## src/rtl/step02_twf_mult_pkg.sv

```systemverilog
// Shared constants, sample types and index helper for the step-02 twiddle
// multiply stage of the 512-point FFT.
package step02_pkg;

  localparam int N_PT   = 512;
  localparam int IDX_W  = $clog2(N_PT);
  localparam int DATA_W = 11;
  localparam int TWF_W  = 9;
  localparam int FRAC_W = 7;
  localparam int OUT_W  = 12;
  // One extra bit over a single product holds the sum/difference of two products
  localparam int PROD_W = DATA_W + TWF_W + 1;

  localparam logic [IDX_W-1:0] IDX_LAST = IDX_W'(N_PT - 1);

  typedef struct packed {
    logic signed [DATA_W-1:0] re;
    logic signed [DATA_W-1:0] im;
  } cplx_in_t;

  typedef struct packed {
    logic signed [OUT_W-1:0] re;
    logic signed [OUT_W-1:0] im;
  } cplx_out_t;

  // Successor of a frame position, wrapping N_PT-1 back to 0
  function automatic logic [IDX_W-1:0] idx_next(input logic [IDX_W-1:0] idx);
    return (idx == IDX_LAST) ? '0 : idx + IDX_W'(1);
  endfunction

endpackage

```

## src/rtl/step02_twf_mult_if.sv

```systemverilog
// Stream, twiddle-ROM and status bundle of the step-02 twiddle multiplier.
// slave  = the multiplier's view, master = the surrounding datapath's view.
interface step02_twf_mult_if;
  import step02_pkg::*;

  // Input stream from the step-01 butterfly
  logic                     din_valid;
  logic                     din_ready;
  logic                     din_first;
  logic signed [DATA_W-1:0] din_re;
  logic signed [DATA_W-1:0] din_im;

  // Combinational twiddle ROM pair
  logic [IDX_W-1:0]         twf_idx;
  logic signed [TWF_W-1:0]  twf_re;
  logic signed [TWF_W-1:0]  twf_im;

  // Output stream to the step-02 butterfly
  logic                     dout_valid;
  logic                     dout_ready;
  logic                     dout_last;
  logic signed [OUT_W-1:0]  dout_re;
  logic signed [OUT_W-1:0]  dout_im;

  // Sticky framing error
  logic                     err_frame;

  modport slave (
    input  din_valid, din_first, din_re, din_im,
    output din_ready,
    output twf_idx,
    input  twf_re, twf_im,
    output dout_valid, dout_last, dout_re, dout_im,
    input  dout_ready,
    output err_frame
  );

  modport master (
    output din_valid, din_first, din_re, din_im,
    input  din_ready,
    input  twf_idx,
    output twf_re, twf_im,
    input  dout_valid, dout_last, dout_re, dout_im,
    output dout_ready,
    input  err_frame
  );

endinterface

```

## src/rtl/step02_twf_mult_cmul_rnd.sv

```systemverilog
// Complex multiply of a sample by a twiddle (S2), then round-half-up and
// saturate to the output width (S3). Both stages advance only on en_i.
module step02_cmul_rnd
  import step02_pkg::*;
(
  input  logic                    clk,
  input  logic                    rstn,
  input  logic                    en_i,
  input  logic                    vld_i,
  input  logic                    last_i,
  input  cplx_in_t                din_i,
  input  logic signed [TWF_W-1:0] twf_re_i,
  input  logic signed [TWF_W-1:0] twf_im_i,
  output logic                    vld_o,
  output logic                    last_o,
  output cplx_out_t               dout_o
);

  localparam logic signed [PROD_W-1:0] RND_HALF = PROD_W'(1 << (FRAC_W - 1));
  localparam logic signed [PROD_W-1:0] SAT_MAX  = PROD_W'((1 << (OUT_W - 1)) - 1);
  localparam logic signed [PROD_W-1:0] SAT_MIN  = ~SAT_MAX;

  function automatic logic signed [PROD_W-1:0] sext_data(input logic signed [DATA_W-1:0] x);
    return $signed({{(PROD_W-DATA_W){x[DATA_W-1]}}, x});
  endfunction

  function automatic logic signed [PROD_W-1:0] sext_twf(input logic signed [TWF_W-1:0] x);
    return $signed({{(PROD_W-TWF_W){x[TWF_W-1]}}, x});
  endfunction

  // Add half an output LSB, then drop the twiddle fraction (floor)
  function automatic logic signed [PROD_W-1:0] rnd_half_up(input logic signed [PROD_W-1:0] p);
    logic signed [PROD_W-1:0] s;
    s = p + RND_HALF;
    return s >>> FRAC_W;
  endfunction

  // Clamp to the signed output range
  function automatic logic signed [OUT_W-1:0] sat_out(input logic signed [PROD_W-1:0] v);
    logic signed [OUT_W-1:0] r;
    if (v > SAT_MAX)      r = SAT_MAX[OUT_W-1:0];
    else if (v < SAT_MIN) r = SAT_MIN[OUT_W-1:0];
    else                  r = v[OUT_W-1:0];
    return r;
  endfunction

  logic signed [PROD_W-1:0] a, b, c, d;
  logic signed [PROD_W-1:0] pr_d, pi_d;
  logic signed [PROD_W-1:0] pr_p2_q, pi_p2_q;
  logic                     vld_p2_q, last_p2_q;
  logic                     vld_p3_q, last_p3_q;
  cplx_out_t                dout_p3_q;

  // Full-precision complex product of the S1 sample and the ROM twiddle
  always_comb begin
    a    = sext_data(din_i.re);
    b    = sext_data(din_i.im);
    c    = sext_twf(twf_re_i);
    d    = sext_twf(twf_im_i);
    pr_d = a * c - b * d;
    pi_d = a * d + b * c;
  end

  // ---- S2: product registers ----
  // Product data carries no reset; its valid flag qualifies it
  always_ff @(posedge clk) begin
    if (en_i) begin
      pr_p2_q <= pr_d;
      pi_p2_q <= pi_d;
    end
  end

  // ---- S3: round/saturate into the output registers ----
  // Control of S2/S3 and the visible output word clear on reset
  always_ff @(posedge clk or negedge rstn) begin
    if (!rstn) begin
      vld_p2_q  <= 1'b0;
      last_p2_q <= 1'b0;
      vld_p3_q  <= 1'b0;
      last_p3_q <= 1'b0;
      dout_p3_q <= '0;
    end else if (en_i) begin
      vld_p2_q  <= vld_i;
      last_p2_q <= last_i;
      vld_p3_q  <= vld_p2_q;
      last_p3_q <= last_p2_q;
      dout_p3_q <= '{re: sat_out(rnd_half_up(pr_p2_q)),
                     im: sat_out(rnd_half_up(pi_p2_q))};
    end
  end

  assign vld_o  = vld_p3_q;
  assign last_o = last_p3_q;
  assign dout_o = dout_p3_q;

endmodule

```

## src/rtl/step02_twf_mult.sv

```systemverilog
// Step-02 twiddle multiply stage: counts the position of each accepted sample
// in its frame, addresses the external twiddle ROM with it and streams out
// sample*twiddle, rounded and saturated. One global stall freezes all stages.
module step02_twf_mult
  import step02_pkg::*;
(
  input  logic               clk,
  input  logic               rstn,
  step02_twf_mult_if.slave   bus
);

  logic             adv;
  logic             acc;
  logic [IDX_W-1:0] idx_sel;
  logic [IDX_W-1:0] cnt_d, cnt_q;
  logic [IDX_W-1:0] idx_p1_q;
  logic             vld_p1_q;
  logic             err_q;
  cplx_in_t         din_p1_q;
  logic             vld_p3;
  logic             last_p3;
  cplx_out_t        dout_p3;

  // The pipeline moves only when the output slot is free or being drained
  assign adv     = !vld_p3 || bus.dout_ready;
  assign acc     = bus.din_valid && adv;
  // A frame marker forces the position back to 0, otherwise keep counting
  assign idx_sel = bus.din_first ? '0 : cnt_q;
  assign cnt_d   = idx_next(idx_sel);

  // ---- S1: input sample and frame position ----
  // Frame counter, S1 index/valid and the sticky framing error
  always_ff @(posedge clk or negedge rstn) begin
    if (!rstn) begin
      cnt_q    <= '0;
      idx_p1_q <= '0;
      vld_p1_q <= 1'b0;
      err_q    <= 1'b0;
    end else begin
      if (acc) begin
        cnt_q    <= cnt_d;
        idx_p1_q <= idx_sel;
        if (bus.din_first && (cnt_q != '0)) begin
          err_q <= 1'b1;
        end
      end
      if (adv) begin
        vld_p1_q <= bus.din_valid;
      end
    end
  end

  // S1 sample data, qualified by vld_p1_q
  always_ff @(posedge clk) begin
    if (acc) begin
      din_p1_q <= '{re: bus.din_re, im: bus.din_im};
    end
  end

  // ---- S2/S3: multiply, round and saturate ----
  step02_cmul_rnd u_cmul_rnd (
    .clk      (clk),
    .rstn     (rstn),
    .en_i     (adv),
    .vld_i    (vld_p1_q),
    .last_i   (idx_p1_q == IDX_LAST),
    .din_i    (din_p1_q),
    .twf_re_i (bus.twf_re),
    .twf_im_i (bus.twf_im),
    .vld_o    (vld_p3),
    .last_o   (last_p3),
    .dout_o   (dout_p3)
  );

  assign bus.din_ready  = adv;
  assign bus.twf_idx    = idx_p1_q;
  assign bus.dout_valid = vld_p3;
  assign bus.dout_last  = last_p3;
  assign bus.dout_re    = dout_p3.re;
  assign bus.dout_im    = dout_p3.im;
  assign bus.err_frame  = err_q;

endmodule
```

## src/flat_wrapper.sv

```systemverilog
// flat-port wrapper written by rule: the top's interface ports become plain ports
module step02_twf_mult_flat import step02_pkg::*;
  (clk, rstn, bus_din_valid, bus_din_first, bus_din_re, bus_din_im, bus_din_ready, bus_twf_idx, bus_twf_re, bus_twf_im, bus_dout_valid, bus_dout_last, bus_dout_re, bus_dout_im, bus_dout_ready, bus_err_frame);
  step02_twf_mult_if bus_i ();
  input  logic clk;
  input  logic rstn;
  input wire logic [$bits(bus_i.din_valid)-1:0] bus_din_valid;
  input wire logic [$bits(bus_i.din_first)-1:0] bus_din_first;
  input wire logic [$bits(bus_i.din_re)-1:0] bus_din_re;
  input wire logic [$bits(bus_i.din_im)-1:0] bus_din_im;
  output wire logic [$bits(bus_i.din_ready)-1:0] bus_din_ready;
  output wire logic [$bits(bus_i.twf_idx)-1:0] bus_twf_idx;
  input wire logic [$bits(bus_i.twf_re)-1:0] bus_twf_re;
  input wire logic [$bits(bus_i.twf_im)-1:0] bus_twf_im;
  output wire logic [$bits(bus_i.dout_valid)-1:0] bus_dout_valid;
  output wire logic [$bits(bus_i.dout_last)-1:0] bus_dout_last;
  output wire logic [$bits(bus_i.dout_re)-1:0] bus_dout_re;
  output wire logic [$bits(bus_i.dout_im)-1:0] bus_dout_im;
  input wire logic [$bits(bus_i.dout_ready)-1:0] bus_dout_ready;
  output wire logic [$bits(bus_i.err_frame)-1:0] bus_err_frame;
  assign bus_i.din_valid = bus_din_valid;
  assign bus_i.din_first = bus_din_first;
  assign bus_i.din_re = bus_din_re;
  assign bus_i.din_im = bus_din_im;
  assign bus_din_ready = bus_i.din_ready;
  assign bus_twf_idx = bus_i.twf_idx;
  assign bus_i.twf_re = bus_twf_re;
  assign bus_i.twf_im = bus_twf_im;
  assign bus_dout_valid = bus_i.dout_valid;
  assign bus_dout_last = bus_i.dout_last;
  assign bus_dout_re = bus_i.dout_re;
  assign bus_dout_im = bus_i.dout_im;
  assign bus_i.dout_ready = bus_dout_ready;
  assign bus_err_frame = bus_i.err_frame;
  step02_twf_mult u_core (.clk(clk), .rstn(rstn), .bus(bus_i));
endmodule
```

## config.mk

```make
export PLATFORM = sky130hd
export DESIGN_NAME = step02_twf_mult_flat
export DESIGN_NICKNAME = d
export VERILOG_FILES = /design/src/rtl/step02_twf_mult_pkg.sv /design/src/rtl/step02_twf_mult_if.sv /design/src/rtl/step02_twf_mult_cmul_rnd.sv /design/src/rtl/step02_twf_mult.sv /design/src/flat_wrapper.sv
export SDC_FILE = /design/constraint.sdc
export NUM_CORES = 1
export LEC_CHECK = 0
export CAP_MARGIN = 25
export CORE_UTILIZATION = 52
export CTS_BUF_LIST = sky130_fd_sc_hd__clkbuf_4 sky130_fd_sc_hd__clkbuf_8
export DETAILED_ROUTE_END_ITERATION = 12
export PLACE_DENSITY = 0.78
export SLEW_MARGIN = 20
export SYNTH_ARGS = -nofsm -noshare
export SYNTH_HDL_FRONTEND = slang
export SYNTH_SLANG_ARGS = --single-unit
```

## constraint.sdc

```tcl
create_clock -name clk -period 17.4 [get_ports clk]
set_input_delay 5.22 -clock clk [delete_from_list [all_inputs] [get_ports clk]]
set_output_delay 5.22 -clock clk [all_outputs]
set_load 0.1 [all_outputs]
```

## Word level (Yosys, flattened, before mapping)

Cells that the tools add are included.

| word-level totals | value |
|---|---|
| word-level logic and storage cells | 41 |
| bits of input ports | 45 |
| output and inout bits | 37 |
| register bits after elaboration | 112 |

| operators by class | value |
|---|---|
| reduce and logical (&&, ||, !) cells | 6 |
| $mul | 4 |
| multiplexer cells | 6 |
| magnitude comparators | 4 |
| eq/ne operators | 2 |
| add/sub/neg operators | 5 |

Operators by type and width:

| cell | count |
|---|---|
| 11-bit by 9-bit multiplier with 20-bit output | 4 |
| 12-bit two-way mux | 4 |
| 21-bit by 8-bit adder with 21-bit output, second input constant | 2 |
| 14-bit by 12-bit greater-than comparator with 1-bit output, second input constant | 2 |
| 14-bit by 12-bit less-than comparator with 1-bit output, second input constant | 2 |
| 20-bit by 20-bit adder with 21-bit output | 1 |
| 20-bit by 20-bit subtractor with 21-bit output | 1 |
| 9-bit equality test, second input constant | 2 |
| 9-bit two-way mux | 2 |
| 9-bit by 1-bit adder with 9-bit output, second input constant | 1 |
| 9-bit nonzero test | 1 |
| 1-bit logical AND | 2 |
| 2-bit AND reduction | 1 |
| 1-bit zero test | 1 |
| 1-bit logical OR | 1 |

## Logic depth before layout (Yosys ltp)

| depth | value |
|---|---|
| word-level depth | 4 |
| depth in mapped cells | 23 |
| mapped depth without buffers | 22 |

## Hierarchy

Synthesis repeated with hierarchy kept, for this count alone.

| unflattened totals | value |
|---|---|
| cells, all modules | 1,965 |
| area total of the unflattened synthesis | 19,587.5 um^2 |

Modules (own cells, without submodules):

| module | times used | sequential area each (um^2) | cells each | area an instance (um^2) |
|---|---|---|---|---|
| step02_cmul_rnd | 1 | 1,601.5 | 1,836 | 17,922.2 |
| step02_twf_mult | 1 | 1,161.1 | 129 | 1,665.3 |

## Least setup slack after synthesis

No wires, ideal clock.

| timing | value |
|---|---|
| path type | in2out |
| from | input port bus_dout_ready |
| to | output port bus_din_ready |
| required time | 12,180 ps |
| stages | 4 |
| data arrival time | 7,368 ps |
| buffers on the path | 2 |
| path slack | 4,812 ps |
| cells stage by stage | nor2b_1 clkbuf_1 clkinv_1 clkbuf_1 |

| on the way | value |
|---|---|
| longest elaborated chain between the ends | 1 |

Ends and longest elaborated chain:

| element | line | source |
|---|---|---|
| start, declared | flat_wrapper.sv:19 | `input wire logic [$bits(bus_i.dout_ready)-1:0] bus_dout_ready;` |
| 1-bit logical OR | step02_twf_mult.sv:25 | `assign adv = !vld_p3 \|\| bus.dout_ready;` |
| end, declared | flat_wrapper.sv:11 | `output wire logic [$bits(bus_i.din_ready)-1:0] bus_din_ready;` |

Every way passes these cells.

## Worst setup path in the final report

Same ends and word-level chain as after synthesis.

==> impl_metrics.toml <==
[critical_path]
slowest_delay_ns = 1.12
crit_path_start_kind = "input port"
cp_common_cell = "clkdlybuf4s50_1"
crit_fanout = 14
crit_start = "bus_dout_ready"
worstPathArrival_ns = 7.15
r2r_slack_ns = 10.53
timing_worst_setup_path_type = "input port to primary output"
worstSetupEndpointType = "primary output"
cp_cell_sequence = "clkdlybuf4s50_1, nor2b_2, buf_4, inv_2, clkdlybuf4s50_1"
required_ns = 12.18
reg2reg_from = "u_core.din_p1_q[15]"
cpMaxStageDelayCell = "clkdlybuf4s50_1"

[clock_network]
cts_setup_buffers = 0
cts_tree = "built"
hold_buffers = 0
htreeDepth = 3
cts_made_buffers = 9
cts.clk_slew.worst_paths_ns = 0.11
insertion_delay_ns = 0.46
cts.repair.resized = 0
cts_root_buffer = "clkbuf_8"
cts_sinks = 100
clockBufferDepth = 2

[sta]
clock.fmax_mhz = 80.8
setup_ws_ns = 5.03
finClkSkew_ns = 0.0364
hold_viol_final = 0
rsz0062_at_grt = "false"
period_needed_ns = 12.37
max-slew-margin-rel = 0.293
finalSetupTns_ns = 0
setup_viol = 0
slew_viol_final = 0
fin_crit_sh = 0.711
worst-slew-pin-transition_ns = 1.06

[floorplanning]
dieWidth_um = 195
pin_count = 82
die_area_um2 = 38000
rows = 70
die_h_um = 195
core_um2 = 36600
initial_utilization = 0.528

[worst_hold_path]
hp-class = "register to register"
min-delay-start = "u_core.u_cmul_rnd.vld_p2_q"

[route]
drt-pass1-iter-count = 5
ant_nets = 0
vias = 13138
vias_per_cell = 5.35
wire_per_inst_um = 16.8
drt_iter0_drc = 826
drc = 0
drt-total-wl_um = 41200

[synthesis]
syn-num-nets = 2570
netlist_area_um2 = 19300
synth-edff-count = 52
synth_flop_cell = "edfxtp_1"
synth_most_common_cell = "inv_1"
syn_inst = 1947
yosys.area.top_type = "fa_1"
avgSynthCellArea_um2 = 9.94
synthArstFlopShare = 0.480
yosysWarnings = 0
yosys_register_bits = 100
ys_top_cells_by_area = "fa_1 (43%), ha_1 (11%), inv_1 (8.2%)"
synth.distinct_cells = 59
synthTopCellsByCount = "inv_1 (422), fa_1 (413), nand2_1 (196), and2_1 (188), ha_1 (165)"
ys_seq_area_frac = 0.143
synthDominantCellAreaShare = 0.427

[final_layout]
syn_to_final_growth_pct = 7.53
n_fill_cell = 3087
layout.nets = 2604
n_antenna_cell = 0
design_area_um2 = 20800
layout-drive-gt1-share = 0.0292

[global_routing]
grt_antenna_before_repair = 0
gr-total-overflow = 0
grt_pass1_vias = 14710
grt_usage = 0.239
grt_max_degree = 57
grt_pass1_wl_um = 71700

[place]
placed_area_um2 = 20600
dp_hpwl_um = 32400
place_congestion = 0.863
place_ws_ns = 5.02
portBuffers = 81

[job]
maxCapViolCount = 0

[run_status]
status = "complete, no violations"
worst max-delay path: cells and delay by family:
family | cells | cell delay [ns]
buf+inv | 4 | 1.89
simple gates | 1 | 0.04
placed cells by master, fill, tap and decap left out, drive strengths merged, types with 6 or more instances in the layout:
cell type / instances
inv: 427
fa: 413
nand2: 196
and2: 188
ha: 165
nor2: 91
clkdlybuf4s50: 80
edfxtp: 52
xnor2: 51
dfrtp: 48
o21ai: 32
o22ai: 23
a21oi: 23
nand3: 23
nand2b: 22
xor2: 22
buf: 17
nor2b: 11
nor3: 11
nand4: 10
clkbuf: 10
o21a: 8
o31ai: 6
cell families after synthesis:
group | synth area share
xor+xnor | 0.0331
simple gates | 0.150
compound gates | 0.0405
flops | 0.143
mux | 0.00233
buf+inv | 0.0970
fa+ha+maj | 0.534
cell type report:
class                   instances  area, um^2  area share
clock buffers                  10         131     0.00632
clock inverters                 6        56.3     0.00271
inverters                     425        1600      0.0767
multi-input cells            1348       14700       0.707
flip-flops and latches        100        2760       0.133
well taps                     468         586      0.0282
repair buffers                 97         962      0.0463
metrics by stage:
stage               hold WS (ns)  instances   util
floorplan                  0.430       1947      -
global placement           0.445       2435  0.561
detailed placement         0.454       2437  0.563
CTS                        0.481       2453  0.568
global route               0.509       2454  0.568
finish                     0.478       2454  0.568
path summary, 6_finish.rpt:
| path | cells after the start | end |
|---|---|---|
| max | 5 | bus_din_ready |
| min | 2 | u_core.u_cmul_rnd.vld_p2_q |
| max reg2reg | 17 | u_core.u_cmul_rnd.pr_p2_q[17] |
| min reg2reg | 2 | u_core.u_cmul_rnd.vld_p2_q |
| max in group asynchronous | 2 | u_core.u_cmul_rnd.dout_o[21] |
| min in group asynchronous | 1 | u_core.cnt_q[3] |
metal layers:
layer  wire length [um]  GRT usage
met5                  0          0
met4                814     0.0653
met3               2860     0.0477
met2              20500      0.402
met1              17000      0.315
state kept, by name, indices dropped and copies added (netlist names):
signal	cells
u_core.u_cmul_rnd.pi_p2_q	15
u_core.u_cmul_rnd.last_p2_q	1
u_core.u_cmul_rnd.last_o	1
u_core.din_p1_q	22
u_core.cnt_q	9
u_core.u_cmul_rnd.vld_o	1
u_core.u_cmul_rnd.vld_p2_q	1
u_core.bus.err_frame	1
u_core.u_cmul_rnd.pr_p2_q	15
u_core.bus.twf_idx	9
u_core.vld_p1_q	1
u_core.u_cmul_rnd.dout_o	24
Power is not shown: default switching activity piles up to over one toggle a cycle in this logic, so the estimate is an artifact.
